`src/rtl/dmem_arbiter.sv`:
```
// -----------------------------------------------------------------------------
// dmem_arbiter
//
// Two-port arbiter in front of a single-ported data memory with asynchronous
// read. Each access runs IDLE -> ACCESS -> ACK, so latency is fixed: a request
// sampled in IDLE on edge k produces its ack pulse two edges later.
//
// Configuration macro: DMEM_ARB_RR_EN
//   defined   : round-robin on ties (the requester other than last_owner wins;
//               requester 0 wins the first tie after reset)
//   undefined : fixed priority, req0 always wins; no last_owner state
//
// Ports
//   CLK, RSTn            clock (posedge) and asynchronous active-low reset
//   req0/req1            access request per requester
//   we0/we1              1 = write, 0 = read
//   adrs0/adrs1          word address
//   wd0/wd1              write data
//   ack0/ack1            one-cycle completion pulse
//   rd0/rd1              registered read data, valid while ackN is high
//   memWE                write enable to the data memory (high only in ACCESS)
//   memAdrs, memWD       address / write data to the data memory
//   memRD                asynchronous read data from the data memory
//   busy                 high whenever the FSM is not IDLE
//   state_dbg            current FSM state, for observation only
//
// Handshake: a requester raises reqN with weN/adrsN/wdN stable and keeps them
// stable until it samples ackN high; it drops reqN on that same edge. A reqN
// still high in IDLE afterwards is a fresh request. Requests seen while busy
// simply wait for the next IDLE cycle.
// -----------------------------------------------------------------------------
module dmem_arbiter #(
  parameter int dataWidth = 32
) (
  input  logic                 CLK,
  input  logic                 RSTn,
  input  logic                 req0,
  input  logic                 req1,
  input  logic                 we0,
  input  logic                 we1,
  input  logic [dataWidth-1:0] adrs0,
  input  logic [dataWidth-1:0] adrs1,
  input  logic [dataWidth-1:0] wd0,
  input  logic [dataWidth-1:0] wd1,
  output logic                 ack0,
  output logic                 ack1,
  output logic [dataWidth-1:0] rd0,
  output logic [dataWidth-1:0] rd1,
  output logic                 memWE,
  output logic [dataWidth-1:0] memAdrs,
  output logic [dataWidth-1:0] memWD,
  input  logic [dataWidth-1:0] memRD,
  output logic                 busy,
  output logic [1:0]           state_dbg
);

  typedef enum logic [1:0] {
    IDLE   = 2'd0,
    ACCESS = 2'd1,
    ACK    = 2'd2
  } state_t;

  state_t state;
  state_t state_next;

  logic owner;     // requester currently being served
  logic owner_we;  // latched write flag of the owner
  logic grant;     // arbitration winner among the live requests
  logic start;

  assign start = req0 | req1;

`ifdef DMEM_ARB_RR_EN
  logic last_owner;

  // On a tie the requester that was not served last wins.
  assign grant = (req0 && req1) ? ~last_owner : req1;

  // Reset value 1 makes requester 0 the winner of the first tie.
  always_ff @(posedge CLK or negedge RSTn) begin
    if (!RSTn) begin
      last_owner <= 1'b1;
    end else if (state == IDLE && start) begin
      last_owner <= grant;
    end
  end
`else
  // Fixed priority: requester 1 wins only when requester 0 is idle.
  assign grant = req1 & ~req0;
`endif

  // ---------------------------------------------------------------------------
  // FSM
  // ---------------------------------------------------------------------------
  always_ff @(posedge CLK or negedge RSTn) begin
    if (!RSTn) begin
      state <= IDLE;
    end else begin
      state <= state_next;
    end
  end

  always_comb begin
    state_next = state;
    case (state)
      IDLE:    if (start) state_next = ACCESS;
      ACCESS:  state_next = ACK;
      ACK:     state_next = IDLE;
      default: state_next = IDLE;
    endcase
  end

  // ---------------------------------------------------------------------------
  // Datapath
  // ---------------------------------------------------------------------------
  // The winner's address/data are captured on entry to ACCESS. Requesters hold
  // them stable, so the registered copy equals the owner's live inputs during
  // ACCESS, and it naturally holds its last value afterwards.
  always_ff @(posedge CLK or negedge RSTn) begin
    if (!RSTn) begin
      owner    <= 1'b0;
      owner_we <= 1'b0;
      memAdrs  <= '0;
      memWD    <= '0;
      rd0      <= '0;
      rd1      <= '0;
    end else begin
      if (state == IDLE && start) begin
        owner    <= grant;
        owner_we <= grant ? we1 : we0;
        memAdrs  <= grant ? adrs1 : adrs0;
        memWD    <= grant ? wd1 : wd0;
      end
      // Read data is captured on the edge that ends ACCESS; writes leave rdN alone.
      if (state == ACCESS && !owner_we) begin
        if (owner) begin
          rd1 <= memRD;
        end else begin
          rd0 <= memRD;
        end
      end
    end
  end

  // memWE decodes straight from state so an asynchronous reset during ACCESS
  // drops it immediately and the write never commits.
  assign memWE     = (state == ACCESS) && owner_we;
  assign ack0      = (state == ACK) && !owner;
  assign ack1      = (state == ACK) && owner;
  assign busy      = (state != IDLE);
  assign state_dbg = state;

endmodule

```
`config.mk`:
```
export PLATFORM = sky130hd
export DESIGN_NAME = dmem_arbiter
export DESIGN_NICKNAME = d
export VERILOG_FILES = /design/src/rtl/dmem_arbiter.sv
export SDC_FILE = /design/constraint.sdc
export NUM_CORES = 1
export LEC_CHECK = 0
export ABC_AREA = 0
export ABC_CLOCK_PERIOD_IN_PS = 2100
export CORE_UTILIZATION = 40
export DETAILED_ROUTE_END_ITERATION = 7
export PLACE_DENSITY = 0.81
export SETUP_SLACK_MARGIN = 0.05
export SYNTH_ARGS = -nofsm -noshare
export SYNTH_HDL_FRONTEND = slang
export SYNTH_SLANG_ARGS = --single-unit
```
`constraint.sdc`:
```
create_clock -name CLK -period 2.1 [get_ports CLK]
set_input_delay 0.63 -clock CLK [delete_from_list [all_inputs] [get_ports CLK]]
set_output_delay 0.63 -clock CLK [all_outputs]
set_load 0.005 [all_outputs]
```
==> metrics.yaml, run 1 <==
drt-initial-drc-count: 133
placed_area_sq_mm: 0.00904
grt_pass1_wl_um: 24300
clock.fmax_ghz: 0.498
busiest_layer: "met2"
p_int_mw: 9.87
hold_buffers: 0
fin_setup_tns_ns: 0
synth_nets: 525
yosysTopAreaCell: "dfrtp_1"
maxCapViolCount: 0
h-tree-depth: 4
vdd_drop_max_mv: 0.759
clkPwrFrac_pct: 21.4
power.share.sequential_pct: 34.0
nets: 841
slew_violations: 0
rrSetupSlack_ns: 0.38
via_per_inst: 4.87
ys.warnings.count: 0
rr_startpoint: "state_dbg[0]"
gp_congestion: 0.787
netlist_area_sq_mm: 0.00582
grt_overflow: 0
tightest_slew_ns: 0.406
use_met3_pct: 7.57
min_period_over_period_pct: 95.6
antenna_found_initial: 0
cp-start-kind: "register"
syn_to_final_growth_pct: 66.2
p_leak_nw: 3.99
drc: 0
grt_pass1_vias: 4666
critPathMaxFanout: 4
crit_arrival_ns: 1.38
grt_use_total_pct: 21.7
clkTransAtPathRegs_ns: 0.06
finClkSkew_ns: 0.00539
finalPower_mw: 13.6
num_rows: 43
start_util_pct: 41.5
io_pins: 300
diodes: 0
syn_inst: 359
yosys_register_bits: 132
antenna_left: 0
synthTopCellsByArea: "dfrtp_1 (57%), mux2_2 (35%), mux2_4 (2.6%)"
grt_max_degree: 61
cts_sinks: 132
clk_latency_ns: 0.41
r2r-end: "memWD[26]"
p_sw_share_pct: 27.2
synth_area_per_cell_sq_um: 16.2
status: "finished clean"
wl_per_cell_um: 18.5
core_area_sq_mm: 0.0140
hold_viol_final: 0
drt_first_pass_iters: 4
vias: 4225
final_area_sq_mm: 0.00968
cts-root-buf: "clkbuf_16"
place_hpwl_um: 11800
drt-total-wl_um: 16100
relSlewSlack_pct: 72.9
clockBufferDepth: 2
die_area_sq_mm: 0.0150
hold_class: "in2async"
use_met2_pct: 39.0
port_buffers: 299
min_period_ns: 2.01
p_switching_mw: 3.68
powerDensity_mw_per_mm2: 1400
reg2reg_depth: 6
synth_cell_types: 18
die_h_um: 123
synth_top_area_share_pct: 56.7
fp.dieW_um: 123
critPathKind: "reg2out"
end_kind: "primary output"
grt_setup_unrepaired: "yes"
cts_buffers: 17
met1_usage_pct: 22.8
required_ns: 1.47
ys_seq_area_share_pct: 56.7
tritoncts: "built"
p_comb_share_pct: 44.5
setup_violations: 0
drive_gt1_share_pct: 37.1
per-stage QoR:
stage          setup slack [ns]  utilization (%)  hold WS [ns]  cells
2_1_floorplan             0.400                -         0.334    359
3_3_place_gp             -0.139             64.4         0.467    830
3_5_place_dp             -0.189             64.4         0.481    830
4_1_cts                  0.0693             68.8         0.142    866
5_1_grt                  0.0465             68.9         0.151    868
6_report                 0.0917             68.9         0.144    868
area by class of cell:
type | instances | area (sq um)
inverter | 1 | 3.75
clock buffer | 20 | 457
clock inverter | 12 | 130
fill | 977 | 4360
timing repair buffer | 318 | 3220
sequential | 132 | 3310
tap | 180 | 225
multi-input combinational | 205 | 2330
flip-flops by register name, summed over array words and instances, names as in the netlist:
signal     cells
memWD         32
rd1           32
owner          1
owner_we       1
memAdrs       32
state_dbg      2
rd0           32
worst max-delay path: stages (launching register included):
cell	delay (ns)
dfrtp_2	0.41
buf_4	0.16
nor2b_4	0.13
and2_1	0.14
buf_2	0.13
logic make-up (layout without fill, tap and decap cells):
logic type	after synthesis	in the layout	synth area share [%]
and+or+nand+nor	8	8	1.44
muxes	194	194	38.2
buffers and inverters	22	351	3.37
DFF	132	132	56.7
AOI/OAI and AO/OA	3	3	0.301
cells in the final DEF, fill, tap and decap left out:
| cell | count |
|---|---|
| mux2_2 | 182 |
| clkinvlp_4 | 2 |
| mux2_4 | 10 |
| buf_12 | 8 |
| buf_6 | 1 |
| inv_1 | 1 |
| bufinv_16 | 2 |
| a21oi_1 | 2 |
| clkdlybuf4s50_1 | 293 |
| clkinv_2 | 4 |
| mux2_1 | 2 |
| buf_2 | 3 |
| nor2_4 | 1 |
| nor3b_4 | 1 |
| clkbuf_1 | 1 |
| clkinv_4 | 3 |
| dfrtp_1 | 129 |
| and2_1 | 1 |
| dlygate4sd2_1 | 1 |
| dfrtp_2 | 3 |
| and3b_1 | 2 |
| nand2b_4 | 1 |
| clkdlybuf4s15_1 | 1 |
| buf_4 | 11 |
| o21a_2 | 1 |
| inv_6 | 1 |
| nor3b_2 | 1 |
| nor2b_4 | 1 |
| clkbuf_8 | 2 |
| clkbuf_16 | 17 |
power by group through the flow:
stage	Sequential [mW]	Combinational, mW	Clock, mW
2_1_floorplan	4.66	2.32	0
3_3_place_gp	4.57	5.87	0
4_1_cts	4.63	6.09	2.98
6_report	4.61	6.04	2.90
5_1_grt	4.79	6.43	3.09
3_5_place_dp	4.65	5.99	0
routing by layer:
metal  vias up  wire (um)
met5         -          0
met4         0        379
met3        27       1320
met2       181       8420
met1      2100       5940
li1       1917          -
cells in the mapped netlist:
cell,instances
mux2_2,182
dfrtp_1,132
buf_6,12
mux2_4,10
buf_4,5
buf_2,3
a21oi_1,2
and3b_1,2
mux2_1,2
and2_1,1
clkbuf_2,1
inv_1,1
nand2b_4,1
nor2_2,1
nor2b_4,1
nor3b_1,1
nor3b_4,1
o21a_1,1
what timing repair did:
| action | 4_1_cts | 5_1_grt |
|---|---|---|
| resized for setup | 20 | 1 |
| pin swaps | 1 | 1 |
| setup buffers | 4 | 2 |
| setup endpoints to repair | 6 | 2 |
worst max path at each step:
stage | from | slack (ns) | endpoint
2_1_floorplan | req0 | 0.40 | memWD[13]
3_3_place_gp | req0 | -0.14 | memAdrs[18]
3_5_place_dp | req0 | -0.19 | memAdrs[13]
4_1_cts | state_dbg[1] | 0.07 | memWE
5_1_grt | state_dbg[1] | 0.05 | memWE
6_report | state_dbg[0] | 0.09 | memWE
(Power assumes the default switching activity.)
==> run 2, diff against run 1 <==
--- a/config.mk
+++ b/config.mk
@@ -9,6 +9,7 @@
 export ABC_CLOCK_PERIOD_IN_PS = 2100
 export CORE_UTILIZATION = 40
 export DETAILED_ROUTE_END_ITERATION = 7
+export GPL_ROUTABILITY_DRIVEN = 0
 export PLACE_DENSITY = 0.81
 export SETUP_SLACK_MARGIN = 0.05
 export SYNTH_ARGS = -nofsm -noshare
==> results of run 2 <==
Final layout, timing and power as in run 1 (identical DEF).
